==> config.mk <==
export PLATFORM = sky130hd
export DESIGN_NAME = piccolo_io_ctrl
export DESIGN_NICKNAME = d
export VERILOG_FILES = /design/src/rtl/piccolo_io_ctrl.sv
export SDC_FILE = /design/constraint.sdc
export NUM_CORES = 1
export LEC_CHECK = 0
export BUFFER_PORTS_ARGS = -buffer_cell sky130_fd_sc_hd__buf_2
export CAP_MARGIN = 30
export CORE_MARGIN = 1
export CORE_UTILIZATION = 23
export CTS_BUF_LIST = sky130_fd_sc_hd__clkbuf_4
export DETAILED_ROUTE_END_ITERATION = 10
export HOLD_SLACK_MARGIN = 0.03
export PLACE_DENSITY_LB_ADDON = 0.05
export SLEW_MARGIN = 20
export SYNTH_ARGS = -nofsm -noshare
export SYNTH_HDL_FRONTEND = slang
export SYNTH_SLANG_ARGS = --single-unit
==> constraint.sdc <==
create_clock -name clk -period 2.6 [get_ports clk]
set_clock_uncertainty 0.15 [all_clocks]
set_input_delay 0.13 -clock clk [delete_from_list [all_inputs] [get_ports clk]]
set_output_delay 0.13 -clock clk [all_outputs]
set_load 0.02 [all_outputs]
==> src/rtl/piccolo_io_ctrl.sv <==
`default_nettype none
// ============================================================================
// Module      : piccolo_io_ctrl
// Description : Word-serial front end for a Piccolo block-cipher core.
//               Collects a 16-bit MSB-first stream of key words (5 for an
//               80-bit key, 8 for a 128-bit key) and 4 plaintext words, then
//               pulses core_load. It waits CORE_LAT cycles, captures core_ct,
//               and offers the result on a valid/ready output port.
// Revision    : 1.0  initial release
// ----------------------------------------------------------------------------
// Configuration macro:
//   PICCOLO_KEY_REUSE_EN - when defined, a block whose first word arrives with
//                          in_keep=1 skips the key phase and reuses the stored
//                          key/version (only once a key has been fully loaded
//                          since reset).
// Parameters:
//   CORE_LAT     - cycles spent in WAIT before core_ct is captured (1..31)
// Ports:
//   clk          - rising-edge clock
//   reset        - asynchronous active-low reset
//   in_valid     - input word present
//   in_ready     - word accepted this cycle (IDLE/KEY/PT)
//   in_data      - 16-bit key or plaintext word
//   in_version   - key size (0 = 80-bit, 1 = 128-bit), sampled on first word
//   in_keep      - key-reuse request, sampled on first word
//   core_load    - one-cycle load strobe to the core
//   core_version - version presented to the core
//   core_pt      - assembled plaintext (first word in the top 16 bits)
//   core_key     - assembled key (first word in the top 16 bits)
//   core_ct      - ciphertext from the core
//   out_valid    - ciphertext available
//   out_ready    - consumer accepts out_data
//   out_data     - captured ciphertext
//   busy         - high in every state except IDLE
// ============================================================================
module piccolo_io_ctrl #(
  parameter int CORE_LAT = 3
) (
  input  logic         clk,
  input  logic         reset,
  input  logic         in_valid,
  output logic         in_ready,
  input  logic [15:0]  in_data,
  input  logic         in_version,
  input  logic         in_keep,
  output logic         core_load,
  output logic         core_version,
  output logic [63:0]  core_pt,
  output logic [127:0] core_key,
  input  logic [63:0]  core_ct,
  output logic         out_valid,
  input  logic         out_ready,
  output logic [63:0]  out_data,
  output logic         busy
);

  localparam logic [2:0] S_IDLE = 3'd0;
  localparam logic [2:0] S_KEY  = 3'd1;
  localparam logic [2:0] S_PT   = 3'd2;
  localparam logic [2:0] S_LOAD = 3'd3;
  localparam logic [2:0] S_WAIT = 3'd4;
  localparam logic [2:0] S_OUT  = 3'd5;

  // WAIT counts down from CORE_LAT-1 to 0, giving exactly CORE_LAT cycles.
  localparam logic [4:0] LAT_INIT = 5'(CORE_LAT - 1);

  logic [2:0]   state_q, state_d;
  logic [2:0]   cnt_q,   cnt_d;
  logic [4:0]   lat_q,   lat_d;
  logic         ver_q,   ver_d;
  logic [63:0]  pt_q,    pt_d;
  logic [127:0] key_q,   key_d;
  logic [63:0]  out_q,   out_d;
  logic         w_accept;

`ifdef PICCOLO_KEY_REUSE_EN
  // Set once a complete key has been captured; only then may in_keep skip KEY.
  logic         keyok_q, keyok_d;
`else
  logic         w_unused_keep;
  assign w_unused_keep = in_keep;
`endif

  assign in_ready     = (state_q == S_IDLE) || (state_q == S_KEY) || (state_q == S_PT);
  assign w_accept     = in_valid && in_ready;
  assign core_load    = (state_q == S_LOAD);
  assign out_valid    = (state_q == S_OUT);
  assign busy         = (state_q != S_IDLE);
  assign core_version = ver_q;
  assign core_pt      = pt_q;
  assign core_key     = key_q;
  assign out_data     = out_q;

  always_comb begin
    state_d = state_q;
    cnt_d   = cnt_q;
    lat_d   = lat_q;
    ver_d   = ver_q;
    pt_d    = pt_q;
    key_d   = key_q;
    out_d   = out_q;
`ifdef PICCOLO_KEY_REUSE_EN
    keyok_d = keyok_q;
`endif

    case (state_q)
      S_IDLE: begin
        if (w_accept) begin
          cnt_d = 3'd1;
`ifdef PICCOLO_KEY_REUSE_EN
          if (in_keep && keyok_q) begin
            // Reuse path: first word is plaintext word 0; key and version kept.
            pt_d    = {in_data, 48'h0};
            state_d = S_PT;
          end else begin
            ver_d   = in_version;
            key_d   = {in_data, 112'h0};
            state_d = S_KEY;
          end
`else
          // Writing word 0 also clears the rest, so an 80-bit key ends in zeros.
          ver_d   = in_version;
          key_d   = {in_data, 112'h0};
          state_d = S_KEY;
`endif
        end
      end

      S_KEY: begin
        if (w_accept) begin
          for (int i = 1; i < 8; i++) begin
            if (cnt_q == 3'(i)) key_d[127-16*i -: 16] = in_data;
          end
          if (cnt_q == (ver_q ? 3'd7 : 3'd4)) begin
            cnt_d   = 3'd0;
            state_d = S_PT;
`ifdef PICCOLO_KEY_REUSE_EN
            keyok_d = 1'b1;
`endif
          end else begin
            cnt_d = cnt_q + 3'd1;
          end
        end
      end

      S_PT: begin
        if (w_accept) begin
          for (int i = 0; i < 4; i++) begin
            if (cnt_q[1:0] == 2'(i)) pt_d[63-16*i -: 16] = in_data;
          end
          if (cnt_q == 3'd3) begin
            cnt_d   = 3'd0;
            state_d = S_LOAD;
          end else begin
            cnt_d = cnt_q + 3'd1;
          end
        end
      end

      S_LOAD: begin
        lat_d   = LAT_INIT;
        state_d = S_WAIT;
      end

      S_WAIT: begin
        if (lat_q == 5'd0) begin
          out_d   = core_ct;
          state_d = S_OUT;
        end else begin
          lat_d = lat_q - 5'd1;
        end
      end

      S_OUT: begin
        if (out_ready) state_d = S_IDLE;
      end

      default: state_d = S_IDLE;
    endcase
  end

  always_ff @(posedge clk or negedge reset) begin
    if (!reset) begin
      state_q <= S_IDLE;
      cnt_q   <= 3'd0;
      lat_q   <= 5'd0;
      ver_q   <= 1'b0;
      pt_q    <= 64'h0;
      key_q   <= 128'h0;
      out_q   <= 64'h0;
`ifdef PICCOLO_KEY_REUSE_EN
      keyok_q <= 1'b0;
`endif
    end else begin
      state_q <= state_d;
      cnt_q   <= cnt_d;
      lat_q   <= lat_d;
      ver_q   <= ver_d;
      pt_q    <= pt_d;
      key_q   <= key_d;
      out_q   <= out_d;
`ifdef PICCOLO_KEY_REUSE_EN
      keyok_q <= keyok_d;
`endif
    end
  end

endmodule
`default_nettype wire

# Word level (Yosys, flattened, before mapping)
# Index checks and enable logic that the tools add are counted.
totals:
  regBits: 268
  output_inout_bits: 261
op_classes:
  add_sub_neg: 2
  n_eq_ne: 31
  muxes: 26
  reduce_logical: 26
ops:
  columns: ["cell", "n"]
  rows:
  - ["$mux 112", 2]
  - ["$pmux 112 s2", 1]
  - ["$mux 16", 7]
  - ["$mux 3", 11]
  - ["$reduce_and 4->1", 8]
  - ["$ne 2x1->1 const B", 10]
  - ["$eq 3x3->1 const B", 6]
  - ["$pmux 3 s6", 1]
  - ["$eq 3x2->1 const B", 4]
  - ["$reduce_and 3->1", 4]
  - ["$ne 2x2->1 const B", 5]
  - ["$pmux 5 s2", 1]
  - ["$pmux 3 s3", 1]
  - ["$reduce_and 7->1", 1]
  - ["$eq 3x1->1 const B", 2]
  - ["$reduce_and 2->1", 3]
  - ["$reduce_bool 3->1", 2]
  - ["$logic_not 5->1", 1]
  - ["$mux 5", 1]
  - ["$sub 5x1->5 const B", 1]
  - ["$eq 2x2->1 const B", 2]
  - ["$reduce_bool 2->1", 2]
  - ["$add 3x1->3 const B", 1]
  - ["$eq 3x3->1", 1]
  - ["6 further kinds", 7]

# Logic depth before layout (Yosys ltp)
depth:
  word_depth: 6
  ltp_mapped: 7
  depth_no_buf: 6

# Worst setup path after synthesis
# OpenSTA, ideal clock, no wires.
synth_timing:
  kind: "reg2reg"
  from: "register lat_q[0]"
  to: "register state_q[1]"
  setup_ps: 78
  arrival_ps: 1685
  t_required_ps: 2372
  slack_ps: 687
  path_stages_with_launch: 7
  path_buffers: 0
  path_cell_list: "dfrtp_1 > inv_1 > ha_1 > or4b_2 > o21ai_0 > nand3_1 > a21oi_1"
synth_via:
  elab_chain_len: 3
synth_rtl:
  columns: ["item", "line_no", "text"]
  rows:
  - ["start, declared", "69", "logic [4:0] lat_q, lat_d;"]
  - ["start signal, assigned", "197", "lat_q <= lat_d;"]
  - ["$logic_not 5->1", "166", "if (lat_q == 5'd0) begin"]
  - ["$ne 2x2->1 (no line)", null, null]
  - ["$reduce_and 7->1 (no line)", null, null]
  - ["end signal, assigned", "195", "state_q <= state_d;"]
  - ["end, declared", "67", "logic [2:0] state_q, state_d;"]
# Every way passes these cells.
# A chain may end at the register's enable or synchronous reset.

# Worst setup path after layout
layout_timing:
  from: "register state_q[2]"
  to: "register ver_q (netlist: core_version)"
layout_via:
  elab_chain_len: 5
  elab_cells_between_ends: 7
  cone_classes: "2 x eq/ne; 5 x reduce/logical"
layout_rtl:
  columns: ["item", "line_no", "text"]
  rows:
  - ["$eq 3x1->1 / $logic_not 3->1 (equally long branches)", "84, 106", null]
  - ["$logic_or 1x1->1 (2 in a row)", "84", "assign in_ready = (state_q == S_IDLE) || (state_q == S_KEY) || (state_q == S_PT);"]
  - ["$logic_and 1x1->1", "85", "assign w_accept = in_valid && in_ready;"]
  - ["$reduce_and 2->1 (no line) (*)", null, null]
  - ["end signal, assigned", "198", "ver_q <= ver_d;"]
  - ["end, declared", "70", "logic ver_q, ver_d;"]
# Every way passes the cells marked *; elsewhere a longest branch is shown, timed or not.

==> reports/results.ini <==
[yosys]
syn_area_um2=10290
synth_most_common_cell=dfrtp_1
ys_warn_count=0
synth.distinct_cells=41
avgSynthCellArea_um2=13.19
synth.net_count=874
syn_inst=780
synth_edf_count=0
synth_top_area_cell=dfrtp_1
ys_ff_latch=268
synth_commonest_cells=dfrtp_1 (268), mux2_2 (156), nand2_1 (118)
synth_ff_type=dfrtp_1
ys_seq_area_share_pct=65.18
postSynth.asyncResetShare_pct=100.0
ys_top_cells_by_area=dfrtp_1 (65%), mux2_2 (17%), o21ai_0 (5.4%)
synth_top_area_share_pct=65.18

[drt]
vias=8163
viasPerCell=4.071
dr.first_iter.drc_count=242
route.antenna.remaining_nets=0
first_pass_iters=4
wire_per_inst_um=17.15
drcViolationCount=0
drt-total-wl_um=34390

[floorplan]
die_x_um=213.5
initial_core_util_pct=23.32
die_y_um=213.5
row_count=77
core_um2=44120
ios=347
die_area_um2=45590

[sta]
fin_crit_sh_pct=90.54
tns_ns=0
hold_viol_final=0
worst_pin_slew_ns=0.5814
final-setup-viol-count=0
drv_slew=0
fmax_mhz=424.8
rsz0062_at_grt=false
slew_headroom_pct=61.10
setup_slack_ns=0.2460
min_period_ns=2.354

[pwr]
switching_share_pct=40.19
p_int_mw=10.35
power_density_nw_per_um2=1113
p_sw_mw=6.958
clockPowerShare_pct=23.2
irDropWorstVdd_uv=513.7
total_leakage_power_nw=7.875
combPwrFrac_pct=39.3
sequentialPowerShare_pct=37.5

[layout]
final_util_pct=35.25
nets=1455
n_fill_cell=4635
area_delta_synth_final_pct=51.14
instances_no_fill=2005
drive_gt1_share_pct=47.37
finalInstanceArea_um2=15550

[clock_tree]
root_buffer=clkbuf_4
cts_setup_buffers=0
htree_levels=3
clk_latency_ns=0.76
max-clock-path-buffers=3
cts_tree=built
numCtsBuffers=81
clk_pin_slew_ns=0.05
cts_sinks=268

[global_routing]
grt_max_degree=65
grt_pass1_vias=8440
grt_pass1_wl_um=51870
antenna_found_initial=2
track_usage_pct=15.31
gr-total-overflow=0

[place]
dpl_cell_area_um2=12880
placedCellCount=1702
port_buffers=345
globalplace.congestion=0.7033
preCtsSetupSlack_ns=0.4675
post-dp-hpwl_um=22460

[flow_run]
drv_cap=0

[worst_setup_path]
required_ns=3.07
critPathArrivalTime_ns=2.83
critPathCaptureType=flop
startpoint_type=flop
cp_max_fo=17
crit_type=reg -> reg

[outcome]
status=finished clean

[worst_hold_path]
min_path_type=in -> reg

sequential cells by signal, summed over array words and instances, names as in the netlist:
register / cells
cnt_q: 3
core_pt: 64
core_version: 1
core_key: 128
out_data: 64
state_q: 3
lat_q: 5
layout by cell type, fill, tap and decap left out, drive strengths merged, types with 2 or more instances in the layout:
cell,netlist,final
and2,18,18
inv,10,14
o21ai,110,110
nand3,4,4
or3,2,2
dlygate4sd3,0,167
a22o,2,2
mux2,161,161
a21oi,4,4
dfrtp,268,268
nand2,122,122
nor3,2,2
ha,8,8
xor2,2,2
nand2b,3,3
clkinv,0,6
nor2b,3,3
a21boi,2,2
clkbuf,21,118
diode,0,5
buf,16,368
nor3b,2,2
nor2,7,7
kinds of logic after synthesis:
group                    after synthesis  share of synthesized area (%)
AO/OA/AOI/OAI                        127                          6.639
XOR/XNOR                               2                         0.1703
adder cells (fa/ha/maj)                8                         0.9728
buffers and inverters                 47                          1.933
flip-flops                           268                          65.18
multiplexers                         161                          17.62
AND/OR/NAND/NOR                      167                          7.490
worst max-delay path, stage by stage (launching register included):
cell,delay [ns]
dfrtp_1,0.47
nand2b_1,0.24
nor3_4,0.12
buf_4,0.32
mux2_2,0.37
dlygate4sd3_1,0.55
layer usage:
layer | global-route usage, % | share of wire [%]
met5 | 0 | 0
met4 | 5.394 | 2.0
met3 | 6.151 | 7.6
met2 | 23.03 | 46
met1 | 19.77 | 44
power groups by stage:
stage                     Clock [mW]  Combinational (mW)  Sequential (mW)
after floorplan                    0                2.10             8.36
after global placement             0                6.71             6.54
after detailed placement           0                6.74             6.59
after CTS                       4.27                6.96             6.52
after global routing            4.48                7.45             6.73
final                           4.01                6.80             6.50
timing repair:
action,CTS,global route
hold buffers,168,0
setup endpoints to repair,1,0
gates resized for setup,1,0
endpoints found under the hold margin,531,0
worst paths after layout:
path	cells past startpoint	endpoint	startpoint	slack [ns]
hold reg to reg	2	core_key[15]	core_key[15]	0.32
hold / removal	4	state_q[2]	out_ready	0.15
max in group asynchronous	4	core_pt[24]	reset	1.53
setup / recovery	5	core_version	state_q[2]	0.25
setup reg to reg	5	core_version	state_q[2]	0.25
min in group asynchronous	4	core_key[110]	reset	0.40
layout make-up:
cell class	count	area [um^2]	share of cell area, %
antenna	5	12.51	0.08045
clock buffer	118	885.9	5.696
clock inverter	12	75.07	0.4827
inverter	10	37.54	0.2414
multi-input combinational	465	3418	21.98
sequential	268	6706	43.12
tap	592	740.7	4.763
timing repair buffer	535	3676	23.64
through the flow:
stage          power, mW  hold slack (ns)
2_1_floorplan      10.45          -0.3156
3_3_place_gp       13.25         0.004159
3_5_place_dp       13.32         0.006229
4_1_cts            17.75          0.03240
5_1_grt            18.66          0.04764
6_report           17.31           0.1473
(Power assumes the default switching activity.)
